File: src/rtl/led7seg_defs.vh
// Segment bit positions, active-low "all off" constants and the hex -> active-high segment table.
`ifndef LED7SEG_DEFS_VH
`define LED7SEG_DEFS_VH

`define LED7_BIT_A   0
`define LED7_BIT_B   1
`define LED7_BIT_C   2
`define LED7_BIT_D   3
`define LED7_BIT_E   4
`define LED7_BIT_F   5
`define LED7_BIT_G   6
`define LED7_BIT_DP  7

`define LED7_LED_OFF 8'hFF
`define LED7_SA_OFF  4'hF

`define LED7_HEX_0 7'h3F
`define LED7_HEX_1 7'h06
`define LED7_HEX_2 7'h5B
`define LED7_HEX_3 7'h4F
`define LED7_HEX_4 7'h66
`define LED7_HEX_5 7'h6D
`define LED7_HEX_6 7'h7D
`define LED7_HEX_7 7'h07
`define LED7_HEX_8 7'h7F
`define LED7_HEX_9 7'h6F
`define LED7_HEX_A 7'h77
`define LED7_HEX_B 7'h7C
`define LED7_HEX_C 7'h39
`define LED7_HEX_D 7'h5E
`define LED7_HEX_E 7'h79
`define LED7_HEX_F 7'h71

`endif

File: src/rtl/led7seg_pkg.sv
// Shared types and helpers for the 4-digit multiplexed 7-segment display driver.
package led7seg_pkg;

  // One complete display image: four hex digits, per-digit decimal points and blank requests.
  typedef struct packed {
    logic [15:0] data;
    logic [3:0]  dp;
    logic [3:0]  blank;
  } disp_t;

  // Digits 3..1 that are zero with only zeros above them; digit 0 is never marked.
  function automatic logic [3:0] lz_mask(input logic [15:0] data);
    logic [3:0] m;
    m[3] = (data[15:12] == 4'h0);
    m[2] = m[3] && (data[11:8] == 4'h0);
    m[1] = m[2] && (data[7:4] == 4'h0);
    m[0] = 1'b0;
    return m;
  endfunction

endpackage

File: src/rtl/led7seg_hex_decode.sv
// Combinational hex digit -> active-high segments {g,f,e,d,c,b,a}.
`include "led7seg_defs.vh"

module led7seg_hex_decode (
  input  logic [3:0] hex,
  output logic [6:0] seg
);

  always_comb begin
    seg = `LED7_HEX_0;
    case (hex)
      4'h0: seg = `LED7_HEX_0;
      4'h1: seg = `LED7_HEX_1;
      4'h2: seg = `LED7_HEX_2;
      4'h3: seg = `LED7_HEX_3;
      4'h4: seg = `LED7_HEX_4;
      4'h5: seg = `LED7_HEX_5;
      4'h6: seg = `LED7_HEX_6;
      4'h7: seg = `LED7_HEX_7;
      4'h8: seg = `LED7_HEX_8;
      4'h9: seg = `LED7_HEX_9;
      4'hA: seg = `LED7_HEX_A;
      4'hB: seg = `LED7_HEX_B;
      4'hC: seg = `LED7_HEX_C;
      4'hD: seg = `LED7_HEX_D;
      4'hE: seg = `LED7_HEX_E;
      4'hF: seg = `LED7_HEX_F;
      default: seg = `LED7_HEX_0;
    endcase
  end

endmodule

File: src/rtl/led7seg_scan.sv
// 4-digit common-anode scanner: one digit per CLK_DIV-clock slot, 1-cycle dead time, frame-aligned updates.
// LED7SEG_LZB_EN defined enables leading-zero blanking of digits 3..1.
`include "led7seg_defs.vh"

module led7seg_scan
  import led7seg_pkg::*;
#(
  parameter int CLK_DIV = 50000
) (
  input  logic        CLK,
  input  logic        RST,
  input  logic [15:0] DATA,
  input  logic [3:0]  DP,
  input  logic [3:0]  BLANK,
  input  logic        LOAD,
  output logic        BUSY,
  output logic        FRAME,
  output logic [7:0]  LED,
  output logic [3:0]  SA
);

  localparam int CW = (CLK_DIV > 2) ? $clog2(CLK_DIV) : 1;

  logic [CW-1:0] cnt;
  logic [1:0]    idx;
  disp_t         shadow;
  disp_t         pending;
  disp_t         in_val;
  logic          busy_q;
  logic          frame_q;
  logic [7:0]    led_q;
  logic [3:0]    sa_q;

  logic          tick;
  logic          boundary;
  logic [3:0]    eff_blank;
  logic [3:0]    cur_hex;
  logic [6:0]    seg;

  assign in_val   = '{data: DATA, dp: DP, blank: BLANK};
  assign tick     = (cnt == CW'(CLK_DIV - 1));
  assign boundary = tick && (idx == 2'd3);
  assign cur_hex  = shadow.data[{idx, 2'b00} +: 4];

`ifdef LED7SEG_LZB_EN
  // A lit decimal point keeps an otherwise suppressed leading zero visible.
  assign eff_blank = shadow.blank | (lz_mask(shadow.data) & ~shadow.dp);
`else
  assign eff_blank = shadow.blank;
`endif

  led7seg_hex_decode u_dec (
    .hex (cur_hex),
    .seg (seg)
  );

  always_ff @(posedge CLK) begin
    if (RST) begin
      cnt     <= '0;
      idx     <= 2'd0;
      shadow  <= '0;
      pending <= '0;
      busy_q  <= 1'b0;
      frame_q <= 1'b0;
      led_q   <= `LED7_LED_OFF;
      sa_q    <= `LED7_SA_OFF;
    end else begin
      cnt     <= tick ? '0 : cnt + CW'(1);
      frame_q <= boundary;
      if (tick) idx <= idx + 2'd1;

      // A load landing on the boundary bypasses pending so it shows in the frame just starting.
      if (LOAD) begin
        pending <= in_val;
        if (boundary) begin
          shadow <= in_val;
          busy_q <= 1'b0;
        end else begin
          busy_q <= 1'b1;
        end
      end else if (boundary && busy_q) begin
        shadow <= pending;
        busy_q <= 1'b0;
      end

      // The last cycle of every slot is dark so the anode switch never ghosts the next digit.
      if (tick || eff_blank[idx]) begin
        led_q <= `LED7_LED_OFF;
        sa_q  <= `LED7_SA_OFF;
      end else begin
        led_q <= ~{shadow.dp[idx], seg};
        sa_q  <= ~(4'b0001 << idx);
      end
    end
  end

  assign BUSY  = busy_q;
  assign FRAME = frame_q;
  assign LED   = led_q;
  assign SA    = sa_q;

endmodule

File: config.mk
export PLATFORM = sky130hd
export DESIGN_NAME = led7seg_scan
export DESIGN_NICKNAME = d
export VERILOG_FILES = /design/src/rtl/led7seg_pkg.sv /design/src/rtl/led7seg_hex_decode.sv /design/src/rtl/led7seg_scan.sv
export VERILOG_INCLUDE_DIRS = /design/src /design/src/rtl
export SDC_FILE = /design/constraint.sdc
export NUM_CORES = 1
export LEC_CHECK = 0
export ABC_AREA = 1
export ABC_CLOCK_PERIOD_IN_PS = 2200
export BUFFER_PORTS_ARGS = -buffer_cell sky130_fd_sc_hd__buf_2
export CORE_MARGIN = 10
export CORE_UTILIZATION = 57
export DETAILED_ROUTE_END_ITERATION = 10
export GPL_ROUTABILITY_DRIVEN = 1
export GPL_TIMING_DRIVEN = 0
export PLACE_DENSITY = 0.89
export SYNTH_ARGS = -nofsm -noshare
export SYNTH_HDL_FRONTEND = slang
export SYNTH_SLANG_ARGS = --single-unit
File: constraint.sdc
create_clock -name CLK -period 2.2 [get_ports CLK]
set_clock_uncertainty 0.05 [all_clocks]
set_input_delay 0.11 -clock CLK [delete_from_list [all_inputs] [get_ports CLK]]
set_output_delay 0.11 -clock CLK [all_outputs]
set_load 0.005 [all_outputs]
==> results of run 1 <==
registers in the layout, indices dropped and copies added (netlist names):
name       count
SA             4
pending       24
cnt           16
idx            2
eff_blank      4
shadow        20
FRAME          1
BUSY           1
LED            8
metrics by stage:
step	util [%]	instances	cell area, um^2
after floorplan	-	551	3880
final	65.5	686	4400
after global routing	65.5	686	4400
after detailed placement	62.2	670	4180
after CTS	65.5	686	4400
after global placement	62.2	670	4180
repair_timing:
action / 4_1_cts / 5_1_grt
setup buffers: 0 / 0
endpoints found under the setup margin: 0 / 4
gates resized for setup: 0 / 1
kinds of logic after synthesis:
logic type                 count (synthesis)
AOI/OAI and AO/OA                         52
xor gates and xnor gates                   1
adders and majority gates                 11
buffers and inverters                    105
DFF                                       80
and+or+nand+nor                          302
cell type report:
cell class                 count  area, um^2  share of cell area [%]
buffer                        26         166                    3.78
tap                           80         100                    2.28
sequential                    80        1600                    36.4
clock buffer                  12         145                    3.30
clock inverter                 4        76.3                    1.74
multi-input combinational    366        1820                    41.3
timing repair buffer          39         195                    4.44
inverter                      79         297                    6.74
cell usage after synthesis (3+ instances only):
cell type                  number
sky130_fd_sc_hd__nor3b_1        3
sky130_fd_sc_hd__or2_2         26
sky130_fd_sc_hd__nand3_1       26
sky130_fd_sc_hd__nor2_2         3
sky130_fd_sc_hd__nand2_2       14
sky130_fd_sc_hd__nor3_1         3
sky130_fd_sc_hd__inv_1         73
sky130_fd_sc_hd__clkbuf_1       8
sky130_fd_sc_hd__ha_1          11
sky130_fd_sc_hd__nand4_1       27
sky130_fd_sc_hd__nand2_1      117
sky130_fd_sc_hd__buf_2          7
sky130_fd_sc_hd__o21ai_0       36
sky130_fd_sc_hd__nor2_1        77
sky130_fd_sc_hd__a21oi_1       12
sky130_fd_sc_hd__dfxtp_1       80
sky130_fd_sc_hd__buf_6          5
sky130_fd_sc_hd__buf_4          6
sky130_fd_sc_hd__inv_2          4
worst max-delay path, delay by kind of cell, from the launching register on:
kind	cells	cell delay (ps)
compound gates	1	240
simple gates	5	370
flops	1	360
buf+inv	5	620
fa+ha+maj	1	260
power by group:
part	internal, W	switching, W	total [W]
registers	0.00149	0.0000107	0.00150
clock network	0.000675	0.000535	0.00121
logic	0.0000765	0.000106	0.000183
total	0.00224	0.000652	0.00289
per-layer routing:
layer  up-vias  track usage [%]  wire length (um)
li1       1809                -                 -
met4         0             5.10               126
met1      1614             20.0              3690
met5         -                0                 0
met3        12             5.43               589
met2       108             30.6              4210
worst paths after layout:
check	endpoint	slack, ps	from
max	LED[6]	180	idx[0]
min reg2reg	cnt[0]	410	cnt[0]
min	pending[10]	2	DATA[2]
max reg2reg	LED[6]	180	idx[0]
==> impl_metrics.csv, run 1 <==
group,metric,value,unit
synthesis,yosysWarnings,0,
sta,maxClockFrequency,495,MHz
detailed_routing,avgRoutedWirePerCell,12.6,um
synthesis,ys_ff_latch,80,
worst_hold_path,min_path_type,"in2reg",
floorplanning,die-width,103,um
synthesis,yosys.area_share.xor_xnor,0.226,%
synthesis,synth-adder-area-share,3.55,%
finish,antenna_cells,0,
clock_network,h-tree-depth,3,
worst_setup_path,critical_setup_path_kind,"reg2reg",
global_route,grt_pass1_wl,15.1,mm
sta,rsz0062_at_grt,"false",
clock_network,clock_latency,360,ps
synthesis,yosysTopAreaCell,"sky130_fd_sc_hd__dfxtp_1",
sta,setup_slack,178,ps
floorplanning,floorplan.io_pins,41,
finish,layout.filler_cells,571,
clock_network,cts-hold-fix-buffers,0,
power_and_ir_drop,p_leak,1.97,nW
finish,finish.net_count,639,
synthesis,seq_area_frac_synth,41.3,%
worst_setup_path,cell_by_cell_trace_of_the_critical_path,"buf_4 -> inv_2 -> buf_6 -> nand2_1 -> nand3_1 -> o21ai_1 -> inv_1 -> ha_1 -> inv_1 -> nand2_1 -> nand3_1 -> nand3_1",
worst_setup_path,cp.arrival,2210,ps
sta,final.setup.tns,0,ps
worst_setup_path,critical_path_rt,2390,ps
finish,syn2layout_area_growth,13.3,%
status,run_status,"completed",
sta,final-hold-violation-count,0,
synthesis,synth_edf_count,0,
power_and_ir_drop,power.total,0.00289,W
global_route,grt_start_max_net_pins,14,
floorplanning,die_ar,10500,um^2
sta,slew_violations,0,
synthesis,ys_types,28,
placed_design,place.port_buffers,39,
clock_network,cts_tree,"done",
global_route,gr-total-overflow,0,
global_route,antenna_violations_before_repair,0,
synthesis,yosys.area_share.simple,36.2,%
floorplanning,die_height,103,um
worst_setup_path,rr_worst_depth,12,
synthesis,synthesis.area,3880,um^2
power_and_ir_drop,p_per_area,658,nW/um^2
detailed_routing,finalWirelength,8.62,mm
worst_hold_path,worst_hold_path.num_cells,3,
worst_setup_path,worst_path_most_repeated_cell,"sky130_fd_sc_hd__nand3_1",
worst_setup_path,timing.critical_path.fanout_max,11,
synthesis,synth_top_family_by_area,"simple AND/OR/NAND/NOR gates",
worst_setup_path,end_kind,"flop",
finish,layout_common_cells,"117 x sky130_fd_sc_hd__nand2_1, 80 x sky130_fd_sc_hd__dfxtp_1, 77 x sky130_fd_sc_hd__nor2_1",
global_route,global_route.usage.total,17.5,%
sta,final.min_clock_period,2020,ps
synthesis,muxShareOfSynthArea,0,%
synthesis,ys.flop_type,"sky130_fd_sc_hd__dfxtp_1",
placed_design,dp.final_hpwl,6.45,mm
detailed_routing,drt_first_pass_iters,7,
clock_network,clkSinkCount,80,
finish,layout_commonest_cell,"sky130_fd_sc_hd__nand2_1",
power_and_ir_drop,peakVddDrop,0.554,mV
synthesis,synth_top_cells_by_area,"sky130_fd_sc_hd__dfxtp_1 41%, sky130_fd_sc_hd__nand2_1 11%, sky130_fd_sc_hd__nor2_1 7.4%",
worst_setup_path,crit_path_top_delay_cell,"sky130_fd_sc_hd__dfxtp_1",
placed_design,pre_cts_ws,140,ps
worst_setup_path,timing.critical_path.slowest_cell_delay,360,ps
clock_network,cts_root_buf,"sky130_fd_sc_hd__clkbuf_8",
detailed_routing,drc_errors,0,
worst_setup_path,startpoint_type,"flop",
synthesis,syn_nets,589,
sta,finalHoldWorstSlack,1.78,ps
floorplanning,fp-row-count,30,
placed_design,place_congestion,0.889,
detailed_routing,route.vias.total,3543,
synthesis,async_reset_ff_share,0,%
detailed_routing,drt-vias-per-instance,5.16,
clock_network,cts_buffers,9,
global_route,number_of_global_route_vias_before_repair,3478,
synthesis,top_cell_type_s_share_of_synthesized_area,41.3,%
floorplanning,effective_utilization_at_floorplan,57.8,%
clock_network,clock_tree.buffer_depth,2,
detailed_routing,drt.antenna.violating_nets,0,
sta,report.final.setup_viol,0,
finish,layout-drive-gt1-share,20.3,%
sta,timing.max_slew.rel_slack,69.3,%
clock_network,clk_pin_slew,90,ps
synthesis,synthCells,551,
sta,fin_crit_sh,91.9,%
sta,max_slew.worst_pin.slew,460,ps
synthesis,compound_gate_portion_of_the_synthesized_area,6.83,%
floorplanning,core,6720,um^2
synthesis,syn_avg_cell_area,7.04,um^2
run,maxCapViolCount,0,
detailed_routing,drt_iter0_drc,196,
Power figures use the tool's default switching activity.
==> inputs of run 2 (changes only) <==
- PLACE_DENSITY: 0.89 -> 0.79
- SKIP_CTS_REPAIR_TIMING: default -> 1
==> run 2 against run 1 <==
Against the previous run:
- critical endpoint unchanged
- clock power shrank 6%
- critical path type unchanged
- design area is essentially flat
- wire length shrank 7.6%
==> impl_metrics.csv, run 2 (synthesized netlist as in run 1, its figures left out) <==
group,metric,value,unit
floorplanning,floorplan.io_pins,41,
worst_setup_path,cp.arrival,2050,ps
sta,report.final.setup_viol,0,
detailed_routing,drc_errors,0,
clock_network,cts_buffers,9,
sta,max_slew.worst_pin.slew,459,ps
floorplanning,fp-row-count,30,
power_and_ir_drop,peakVddDrop,0.525,mV
finish,largest_reg_flops,24,
clock_network,cts_root_buf,"sky130_fd_sc_hd__clkbuf_8",
finish,finish.net_count,639,
clock_network,h-tree-depth,3,
global_route,antenna_violations_before_repair,0,
floorplanning,core,6720,um^2
sta,fin_crit_sh,85.7,%
power_and_ir_drop,clock_power_share,40.4,%
worst_setup_path,timing.critical_path.slowest_cell_delay,370,ps
finish,antenna_cells,0,
finish,largest_register,"pending",
worst_hold_path,min_path_type,"in2reg",
worst_setup_path,cell_by_cell_trace_of_the_critical_path,"buf_4 -> inv_2 -> buf_6 -> nand2_1 -> nand3_1 -> o21ai_2 -> inv_1 -> ha_1 -> inv_1 -> nand2_1 -> nand3_1 -> nand3_1",
power_and_ir_drop,pwr-share-comb,6.3,%
sta,maxClockFrequency,530,MHz
clock_network,clock_tree.buffer_depth,2,
global_route,grt_start_max_net_pins,14,
finish,layout-drive-gt1-share,20.8,%
clock_network,cts_tree,"done",
worst_setup_path,timing.critical_path.fanout_max,11,
placed_design,place.port_buffers,39,
global_route,global_route.usage.total,16.2,%
floorplanning,effective_utilization_at_floorplan,57.8,%
detailed_routing,finalWirelength,7.97,mm
detailed_routing,drt_first_pass_iters,5,
global_route,grt_pass1_wl,14.0,mm
detailed_routing,drt_iter0_drc,154,
finish,biggestRegsByFlops,"pending x24, shadow x20, cnt x16",
clock_network,clk_pin_slew,80,ps
worst_setup_path,critical_setup_path_kind,"reg2reg",
clock_network,clock_latency,340,ps
sta,final.setup.tns,0,ps
worst_setup_path,startpoint_type,"flop",
power_and_ir_drop,p_leak,1.97,nW
sta,final.min_clock_period,1890,ps
sta,rsz0062_at_grt,"false",
sta,timing.max_slew.rel_slack,69.4,%
sta,finalHoldWorstSlack,20.3,ps
detailed_routing,drt.antenna.violating_nets,0,
sta,slew_violations,0,
finish,layout_commonest_cell,"sky130_fd_sc_hd__nand2_1",
power_and_ir_drop,cell_internal_pwr,0.00218,W
power_and_ir_drop,switching_share,22.5,%
worst_setup_path,end_kind,"flop",
detailed_routing,route.vias.total,3391,
placed_design,dp.final_hpwl,6.14,mm
detailed_routing,drt-vias-per-instance,4.94,
power_and_ir_drop,p_per_area,640,nW/um^2
placed_design,place_congestion,0.869,
floorplanning,die_height,103,um
worst_setup_path,crit_path_top_delay_cell,"sky130_fd_sc_hd__dfxtp_1",
power_and_ir_drop,fraction_of_power_consumed_by_sequential_logic,53.3,%
detailed_routing,avgRoutedWirePerCell,11.6,um
floorplanning,die_ar,10500,um^2
power_and_ir_drop,switching_power_of_the_nets,0.000632,W
floorplanning,die-width,103,um
finish,layout_common_cells,"117 x sky130_fd_sc_hd__nand2_1, 80 x sky130_fd_sc_hd__dfxtp_1, 77 x sky130_fd_sc_hd__nor2_1",
sta,final-hold-violation-count,0,
finish,syn2layout_area_growth,13.3,%
global_route,gr-total-overflow,0,
worst_setup_path,worst_path_most_repeated_cell,"sky130_fd_sc_hd__nand3_1",
global_route,number_of_global_route_vias_before_repair,3289,
worst_setup_path,critical_path_rt,2370,ps
status,run_status,"completed",
clock_network,clkSinkCount,80,
run,maxCapViolCount,0,
## run 2: cell count changes in the layout (fill, tap and decap cells not counted)
cell                        change
sky130_fd_sc_hd__clkbuf_8       +2
sky130_fd_sc_hd__o21ai_1        -1
sky130_fd_sc_hd__bufinv_16      -1
sky130_fd_sc_hd__clkinv_2       +1
sky130_fd_sc_hd__inv_6          -1
sky130_fd_sc_hd__o21ai_2        +1
sky130_fd_sc_hd__clkinv_4       +1
sky130_fd_sc_hd__clkbuf_1       -2
## run 2: power groups by stage
stage / clock [W] / combinational (W) / sequential [W]
after floorplan: 0 / 0.000117 / 0.00153
after global placement: 0 / 0.000175 / 0.00153
after detailed placement: 0 / 0.000179 / 0.00153
after CTS: 0.00116 / 0.000180 / 0.00150
after global routing: 0.00122 / 0.000207 / 0.00150
final: 0.00114 / 0.000178 / 0.00150
## run 2: critical path: cells and delay by family, from the launching register on
kind / cells / cell delay, ps
and+or+nand+nor: 5 / 420
AOI/OAI and AO/OA: 1 / 130
adders and majority gates: 1 / 230
buffers and inverters: 5 / 570
DFF: 1 / 370
## run 2: worst paths after layout
check                from     endpoint  slack [ps]  cells past startpoint
setup / recovery   idx[0]       LED[6]         310                     12
hold / removal    DATA[8]  pending[16]          20                      3
setup reg to reg   idx[0]       LED[6]         310                     12
hold reg to reg    cnt[0]       cnt[0]         410                      1
## run 2: cell type report
type	count	area, um^2
fill	603	2320
multi-input combinational	366	1820
sequential	80	1600
inverter	79	297
timing repair buffer	39	195
buffer	26	166
clock buffer	12	165
tap	80	100
clock inverter	4	51.3
## run 2: through the flow
step,util [%],worst slack (ps),instances,area [um^2],total power [W]
5_1_grt,65.4,138,686,4400,0.00293
3_3_place_gp,62.2,210,670,4180,0.00171
3_5_place_dp,62.2,117,670,4180,0.00171
4_1_cts,65.4,91.5,686,4390,0.00284
2_1_floorplan,-,452,551,3880,0.00165
6_report,65.4,314,686,4400,0.00282
## run 2: metal layers
layer | vias to the layer above | wire [um] | global-route usage (%)
li1 | 1821 | - | -
met1 | 1497 | 3840 | 19.4
met2 | 68 | 3670 | 27.9
met3 | 5 | 410 | 4.89
met4 | 0 | 42 | 3.25
met5 | - | 0 | 0
==> inputs of run 3 (changes only) <==
- CELL_PAD_IN_SITES_DETAIL_PLACEMENT: default -> 0
- CELL_PAD_IN_SITES_GLOBAL_PLACEMENT: default -> 1
- CORE_MARGIN: 10 -> 4
- CORE_UTILIZATION: 57 -> 42
- PLACE_DENSITY: 0.79 -> 0.8
==> run 3 against run 2 <==
Against the previous run:
- critical path depth unchanged
- power fell by 4.8%
- clock-buffer cell count is the same
- combinational power hardly changed
- sequential share of layout area is essentially flat
- highest routed layer unchanged
- register-to-register slack got worse by 80 ps
- die area up 3.2%
- maximum frequency down 3.9%
- wire length up 5.5%
- via count shrank 3.2%
- setup slack got worse by 77 ps
- clock power decreased by 12%
==> impl_metrics.csv, run 3 (synthesized netlist as in run 1, its figures left out) <==
group,metric,value,unit
global_route,antenna_violations_before_repair,0,
worst_setup_path,critical_setup_path_kind,"reg2reg",
floorplanning,die_height,104,um
floorplanning,die_ar,10800,um^2
clock_network,cts_root_buf,"sky130_fd_sc_hd__clkbuf_8",
sta,rsz0062_at_grt,"false",
floorplanning,floorplan.io_pins,41,
placed_design,place.port_buffers,39,
clock_network,clock_latency,350,ps
power_and_ir_drop,p_leak,1.95,nW
detailed_routing,route.vias.total,3284,
sta,final.min_clock_period,1960,ps
worst_setup_path,cp.arrival,2150,ps
worst_hold_path,hold_start,"DATA[14]",
worst_setup_path,end_kind,"flop",
finish,final-instance-count-excl-fill,714,
sta,maxClockFrequency,510,MHz
finish,layout_common_cells,"117 x sky130_fd_sc_hd__nand2_1, 80 x sky130_fd_sc_hd__dfxtp_1, 77 x sky130_fd_sc_hd__nor2_1",
worst_hold_path,min_path_type,"in2reg",
finish,final_area,4400,um^2
worst_setup_path,cell_by_cell_trace_of_the_critical_path,"buf_4 -> inv_2 -> buf_6 -> nand2_1 -> nand3_1 -> o21ai_1 -> inv_1 -> ha_1 -> inv_1 -> nand2_1 -> nand3_1 -> nand3_1",
worst_hold_path,worst_hold_path.num_cells,3,
detailed_routing,drt.antenna.violating_nets,0,
clock_network,cts_tree,"done",
worst_setup_path,crit-reg2reg-capture,"LED[6]",
detailed_routing,finalWirelength,8.40,mm
global_route,met1_usage,19.9,%
floorplanning,core,8850,um^2
global_route,number_of_global_route_vias_before_repair,3202,
global_route,grt_pass1_wl,14.3,mm
sta,timing.max_slew.rel_slack,69.7,%
finish,largest_register,"pending",
worst_setup_path,startpoint,"idx[0]",
worst_setup_path,critical_path.reg2reg.startpoint,"idx[0]",
global_route,grt_start_max_net_pins,14,
worst_setup_path,worst_path_most_repeated_cell,"sky130_fd_sc_hd__nand3_1",
finish,biggestRegsByFlops,"pending x24, shadow x20, cnt x16",
global_route,most_heavily_used_metal_layer_in_global_routing,"met2",
worst_setup_path,critical_path_rt,2390,ps
global_route,global_route.usage.total,15.8,%
finish,layout.filler_cells,930,
sta,final.setup.tns,0,ps
clock_network,clk_pin_slew,80,ps
finish,syn2layout_area_growth,13.2,%
sta,slew_violations,0,
detailed_routing,drt-vias-per-instance,4.60,
global_route,grt_use_met3,4.47,%
sta,report.final.setup_viol,0,
global_route,global_route.usage.met2,26.6,%
sta,final-hold-violation-count,0,
power_and_ir_drop,peakVddDrop,0.346,mV
worst_setup_path,ff2ff_setup_slack,240,ps
finish,layout_commonest_cell,"sky130_fd_sc_hd__nand2_1",
floorplanning,die-width,104,um
detailed_routing,drt_first_pass_iters,4,
placed_design,place_congestion,0.817,
floorplanning,effective_utilization_at_floorplan,43.9,%
clock_network,clock_tree.buffer_depth,2,
worst_hold_path,hold_path_endpoint,"pending[22]",
clock_network,cts_buffers,9,
finish,largest_reg_flops,24,
placed_design,placement.cell_area,4210,um^2
power_and_ir_drop,p_per_area,610,nW/um^2
finish,antenna_cells,0,
worst_setup_path,rr_worst_depth,12,
detailed_routing,drc_errors,0,
placed_design,dp.final_hpwl,6.36,mm
global_route,gr-total-overflow,0,
placed_design,placed_cells_incl_taps,698,
sta,max_slew.worst_pin.slew,455,ps
worst_setup_path,timing.critical_path.fanout_max,11,
clock_network,h-tree-depth,3,
floorplanning,fp-row-count,34,
sta,fin_crit_sh,89.2,%
clock_network,clkSinkCount,80,
run,maxCapViolCount,0,
worst_setup_path,startpoint_type,"flop",
detailed_routing,drt_iter0_drc,66,
power_and_ir_drop,power.total,0.00268,W
finish,finish.net_count,639,
worst_setup_path,timing.critical_path.slowest_cell_delay,360,ps
finish,layout-drive-gt1-share,20.5,%
worst_setup_path,crit_path_top_delay_cell,"sky130_fd_sc_hd__dfxtp_1",
status,run_status,"completed",
detailed_routing,avgRoutedWirePerCell,11.8,um
-- run 3: how the worst max path moves through the flow --
stage               endpoint  slack, ps
global route          LED[5]         30
global placement      LED[5]        180
detailed placement    LED[6]        110
CTS                   LED[6]        110
finish                LED[6]        240
floorplan             LED[6]        450
-- run 3: layout make-up --
| type | instances | area [um^2] | area share (%) |
|---|---|---|---|
| tap | 108 | 135 | 3.07 |
| buffer | 26 | 166 | 3.79 |
| multi-input combinational | 366 | 1820 | 41.3 |
| timing repair buffer | 39 | 195 | 4.44 |
| inverter | 79 | 297 | 6.75 |
| clock buffer | 12 | 155 | 3.53 |
| clock inverter | 4 | 28.8 | 0.655 |
| sequential | 80 | 1600 | 36.4 |
-- run 3: where the power goes --
part	internal [W]	switching, W	leakage, nW	total, W
Combinational	0.0000763	0.000103	1.21	0.000180
Clock	0.000472	0.000528	0.0886	0.00100
Sequential	0.00149	0.0000108	0.654	0.00150
-- run 3: per-layer routing --
metal | part of all wire [%] | wire (um) | vias to the layer above
met4 | 1.0 | 85 | 0
li1 | - | - | 1816
met2 | 45 | 3790 | 57
met5 | 0 | 0 | -
met1 | 50 | 4160 | 1404
met3 | 4.3 | 361 | 7
-- run 3: worst max-delay path: cells and delay by family, from the launching register on --
| family | cells | cell delay, ps |
|---|---|---|
| flops | 1 | 360 |
| simple gates | 5 | 360 |
| compound gates | 1 | 240 |
| fa+ha+maj | 1 | 250 |
| buf+inv | 5 | 610 |
-- run 3: through the flow --
| step | util (%) | hold WS [ps] | worst slack, ps |
|---|---|---|---|
| 2_1_floorplan | - | 255 | 452 |
| 3_3_place_gp | 47.6 | 367 | 185 |
| 3_5_place_dp | 47.6 | 378 | 114 |
| 4_1_cts | 49.7 | 4.12 | 109 |
| 5_1_grt | 49.7 | 19.3 | 28.0 |
| 6_report | 49.7 | 10.1 | 237 |
